`config.mk`:
```
export PLATFORM = sky130hd
export DESIGN_NAME = rv_fifo_buffer
export DESIGN_NICKNAME = d
export VERILOG_FILES = /design/src/rtl/rv_fifo_buffer.sv
export SDC_FILE = /design/constraint.sdc
export NUM_CORES = 1
export LEC_CHECK = 0
export ABC_AREA = 1
export CORE_ASPECT_RATIO = 1.1
export CORE_MARGIN = 2
export CORE_UTILIZATION = 45
export DETAILED_ROUTE_END_ITERATION = 8
export PLACE_DENSITY_LB_ADDON = 0.08
export SETUP_SLACK_MARGIN = 0.1
export SLEW_MARGIN = 20
export SYNTH_ARGS = -nofsm -noshare
export SYNTH_HDL_FRONTEND = slang
export SYNTH_SLANG_ARGS = --single-unit
```
`constraint.sdc`:
```
create_clock -name clk -period 2 [get_ports clk]
set_input_delay 0.4 -clock clk [delete_from_list [all_inputs] [get_ports clk]]
set_output_delay 0.4 -clock clk [all_outputs]
set_load 0.02 [all_outputs]
```
`src/rtl/rv_fifo_buffer.sv`:
```
// Ready/valid FIFO of DEPTH x WIDTH words with occupancy output; RV_FIFO_BYPASS_EN adds cut-through when empty.
// Latency: 1 cycle push-to-pop (0 cycles through the bypass path when enabled and level=0).
// Backpressure: in_a_ready drops at level=DEPTH; out_a_valid/out_a_data hold until popped.
module rv_fifo_buffer #(
    parameter int WIDTH = 8,
    parameter int DEPTH = 4
) (
    input  logic                         clk,
    input  logic                         rst_n,
    input  logic [WIDTH-1:0]             in_a_data,
    input  logic                         in_a_valid,
    output logic                         in_a_ready,
    output logic [WIDTH-1:0]             out_a_data,
    output logic                         out_a_valid,
    input  logic                         out_a_ready,
    output logic [$clog2(DEPTH+1)-1:0]   level
);

    localparam int PW = $clog2(DEPTH);
    localparam int LW = $clog2(DEPTH + 1);

    logic [WIDTH-1:0] mem_q [DEPTH];
    logic [PW-1:0]    wr_ptr_q, wr_ptr_d;
    logic [PW-1:0]    rd_ptr_q, rd_ptr_d;
    logic [LW-1:0]    level_q, level_d;
    logic             full, empty, push, pop, bypass;

    assign full       = (level_q == LW'(DEPTH));
    assign empty      = (level_q == '0);
    assign in_a_ready = ~full;
    assign level      = level_q;

`ifdef RV_FIFO_BYPASS_EN
    // When empty the input is presented directly; a word taken the same cycle never touches storage.
    assign out_a_valid = empty ? in_a_valid : 1'b1;
    assign out_a_data  = empty ? in_a_data : mem_q[rd_ptr_q];
    assign bypass      = empty & in_a_valid & out_a_ready;
`else
    assign out_a_valid = ~empty;
    assign out_a_data  = mem_q[rd_ptr_q];
    assign bypass      = 1'b0;
`endif

    assign push = in_a_valid & in_a_ready & ~bypass;
    assign pop  = ~empty & out_a_ready;

    // Explicit wrap so non-power-of-two depths never index past DEPTH-1.
    always_comb begin
        wr_ptr_d = wr_ptr_q;
        rd_ptr_d = rd_ptr_q;
        level_d  = level_q;
        if (push) begin
            wr_ptr_d = (wr_ptr_q == PW'(DEPTH - 1)) ? '0 : wr_ptr_q + PW'(1);
        end
        if (pop) begin
            rd_ptr_d = (rd_ptr_q == PW'(DEPTH - 1)) ? '0 : rd_ptr_q + PW'(1);
        end
        case ({push, pop})
            2'b10:   level_d = level_q + LW'(1);
            2'b01:   level_d = level_q - LW'(1);
            default: level_d = level_q;
        endcase
    end

    always_ff @(posedge clk or negedge rst_n) begin
        if (!rst_n) begin
            wr_ptr_q <= '0;
            rd_ptr_q <= '0;
            level_q  <= '0;
        end else begin
            wr_ptr_q <= wr_ptr_d;
            rd_ptr_q <= rd_ptr_d;
            level_q  <= level_d;
        end
    end

    always_ff @(posedge clk) begin
        if (push) begin
            mem_q[wr_ptr_q] <= in_a_data;
        end
    end

endmodule

```
==> results_dict.tcl <==
set metrics [dict create \
    grtUsageTotal_pct 15.46 \
    port_buffers 24 \
    fin_skew_ns 0.006763 \
    seqPwrFrac_pct 36.4 \
    ys_seq_elements 39 \
    drive_gt1_share_pct 14.44 \
    rows 23 \
    crit_path_end_kind "output port" \
    ys_seq_area_share_pct 63.94 \
    cp_cell_sequence "buf_12 > o211ai_1 > nand2_1 > dlygate4sd2_1" \
    power_switching_uw 1230 \
    h-tree-depth 2 \
    synth_compound_area_share_pct 7.324 \
    slew_viol_final 0 \
    die_h_um 69.90 \
    syn_avg_cell_area_um2 11.69 \
    wl_met2_um 1610 \
    critPathKind "flop to output port" \
    numCtsBuffers 5 \
    clk_pin_slew_ns 0.07 \
    synth-simple-area-share_pct 13.38 \
    p_per_area_nw_per_um2 1487 \
    hold_class "input port to async pin" \
    start_util_pct 47.86 \
    place_inst 229 \
    nFillCells 309 \
    fin_cells 237 \
    cpMaxStageDelayCell "dfrtp_1" \
    antenna_found_initial 0 \
    synth_xor_xnor_area_share_pct 0.4930 \
    post-cts-setup-buffers 0 \
    met1Wirelength_um 1336 \
    yosys-mux-area-fraction_pct 0 \
    io_pins 25 \
    crit_buf_inv 2 \
    crit_arrival_ns 1.42 \
    max_stage_delay_ns 0.40 \
    p_int_uw 2044 \
    sw_frac_of_total_pct 37.58 \
    ys.warnings.count 0 \
    max_cap_viol_count 0 \
    synth_area_leaders "edfxtp_1 54%, dfrtp_1 9.9%, nand2_1 7.8%" \
    min_period_over_period_pct 91.21 \
    synthToLayoutAreaGrowth_pct 23.94 \
    dpl.hpwl_um 2139 \
    synth_top_family_by_area "simple AND/OR/NAND/NOR gates" \
    dr_total_vias 1130 \
    n_antenna_cell 0 \
    startpoint_type "flop" \
    cts_sinks 39 \
    nets 205 \
    root_buffer "clkbuf_8" \
    place_congestion 0.6687 \
    syn_inst 152 \
    rsz0062_at_grt "yes" \
    grt_pass1_vias 1171 \
    ir_drop_uv 816.5 \
    gr-total-overflow 0 \
    combPwrFrac_pct 44.3 \
    cts_tree "built" \
    fin_crit_ns 1.824 \
    core_um2 3712 \
    leakage_uw 0.0009310 \
    synth_top_cell_by_area "edfxtp_1" \
    dr_wl_met3_um 64 \
    crit_fanout 35 \
    cts_hold_buf 0 \
    critical-path-top-delay-family "buffers and inverters" \
    wire_per_inst_um 12.95 \
    drc_errors 0 \
    viasPerCell 4.768 \
    slew_headroom_pct 76.71 \
    synthDistinctLibCells 19 \
    ant_nets 0 \
    highest-signal-layer "met4" \
    grt_first_pass_wirelength_um 5188 \
    hold_violations 0 \
    tightest_slew_ns 0.3482 \
    crit_required_ns 1.60 \
    synth.cell_area_um2 1777 \
    synth_top_area_share_pct 54.08 \
    clock_tree.buffer_depth 2 \
    fmax_mhz 548.2 \
    p_clk_share_pct 19.3 \
    dieArea_um2 4467 \
    hold_ws_ns 0.3865 \
    drt_first_iter_violations 29 \
    detail_route.first_pass.iterations 3 \
    grt_max_degree 36 \
    synth_fa_ha_area_share_pct 5.352 \
    synth.net_count 171 \
    status "completed" \
    drt-total-wl_um 3070 \
    setup_viol 0 \
    chipWidth_um 63.91 \
    clkLatencyLatePin_ns 0.28 \
]
[Yosys cell counts]
library cell,count
o211ai_2,1
buf_6,5
ha_1,6
edfxtp_1,32
nand2_2,1
nand4_1,1
inv_2,1
o211ai_1,15
nand3_1,5
nand3_2,1
nand2_1,37
fa_1,1
o21ai_0,1
nor2_1,6
xnor2_1,1
dfrtp_1,7
nand2_4,1
inv_1,29
nand3_4,1
[state kept, by name (all words and copies together), names as in the netlist]
| signal | count |
|---|---|
| mem_q | 32 |
| rd_ptr_q | 2 |
| level | 3 |
| wr_ptr_q | 2 |
[through the flow]
step | power (uW) | setup TNS, ns | instance area (um^2) | util (%) | setup slack [ns]
finish | 3274 | 0 | 2202 | 59.32 | 0.1758
global route | 3535 | 0 | 2202 | 59.32 | 0.08362
CTS | 3302 | 0 | 2196 | 59.15 | 0.1325
detailed placement | 2771 | -0.01816 | 2096 | 56.45 | -0.01816
global placement | 2717 | 0 | 2096 | 56.45 | 0.01644
floorplan | 2197 | 0 | 1777 | - | 0.1485
[worst paths after layout]
path	startpoint	endpoint	slack [ns]	cells after the start
setup / recovery	rd_ptr_q[0]	out_a_data[3]	0.18	4
hold / removal	rst_n	wr_ptr_q[0]	0.39	1
setup reg to reg	level[2]	level[1]	0.29	8
hold reg to reg	level[1]	level[1]	0.53	2
max in group asynchronous	rst_n	level[1]	1.36	1
min in group clk	level[1]	level[1]	0.53	2
[cells by family after synthesis]
group	count (synthesis)
xor+xnor	1
flops	39
buf+inv	35
fa+ha+maj	7
simple gates	53
compound gates	17
[metal layers]
metal	up-vias	global-route usage, %
met5	-	0
met4	0	8.696
met3	7	3.060
met2	16	25.93
met1	536	18.37
li1	571	-
[timing repair]
action                                  4_1_cts  5_1_grt
endpoints found under the setup margin       10        7
gates resized for setup                      11        9
pin swaps                                     0        1
[placed cells by master, fill, tap and decap left out]
cell type / count
inv_1: 27
clkinv_4: 1
buf_4: 7
clkdlybuf4s15_1: 4
o211ai_2: 1
buf_12: 1
xnor2_1: 1
o211ai_1: 15
dfrtp_1: 7
nand2_1: 37
nor2_1: 6
o21ai_0: 1
nand2_2: 1
ha_2: 1
clkinv_2: 1
inv_2: 3
nand3_4: 1
ha_1: 5
dlygate4sd2_1: 5
nand3_2: 1
clkbuf_2: 1
nand4_1: 1
edfxtp_1: 32
bufinv_16: 1
clkbuf_8: 5
nand2_4: 1
fa_2: 1
clkdlybuf4s50_1: 14
nand3_1: 5
[area by class of cell]
class	count	area (um^2)	share of cell area, %
Tap cell	50	62.56	2.841
Inverter	30	112.6	5.114
Multi-Input combinational cell	78	476.7	21.65
Sequential cell	39	1136	51.59
Clock buffer	5	68.82	3.125
Timing Repair Buffer	32	301.5	13.69
Clock inverter	3	43.79	1.989
[power groups by stage]
| stage | sequential, uW | clock [uW] | combinational, uW |
|---|---|---|---|
| after floorplan | 1230 | 0 | 970 |
| after global placement | 1200 | 0 | 1520 |
| after detailed placement | 1210 | 0 | 1560 |
| after CTS | 1190 | 647 | 1460 |
| after global routing | 1210 | 680 | 1640 |
| final | 1190 | 632 | 1450 |
No activity file was read; power rests on OpenSTA's default activity.
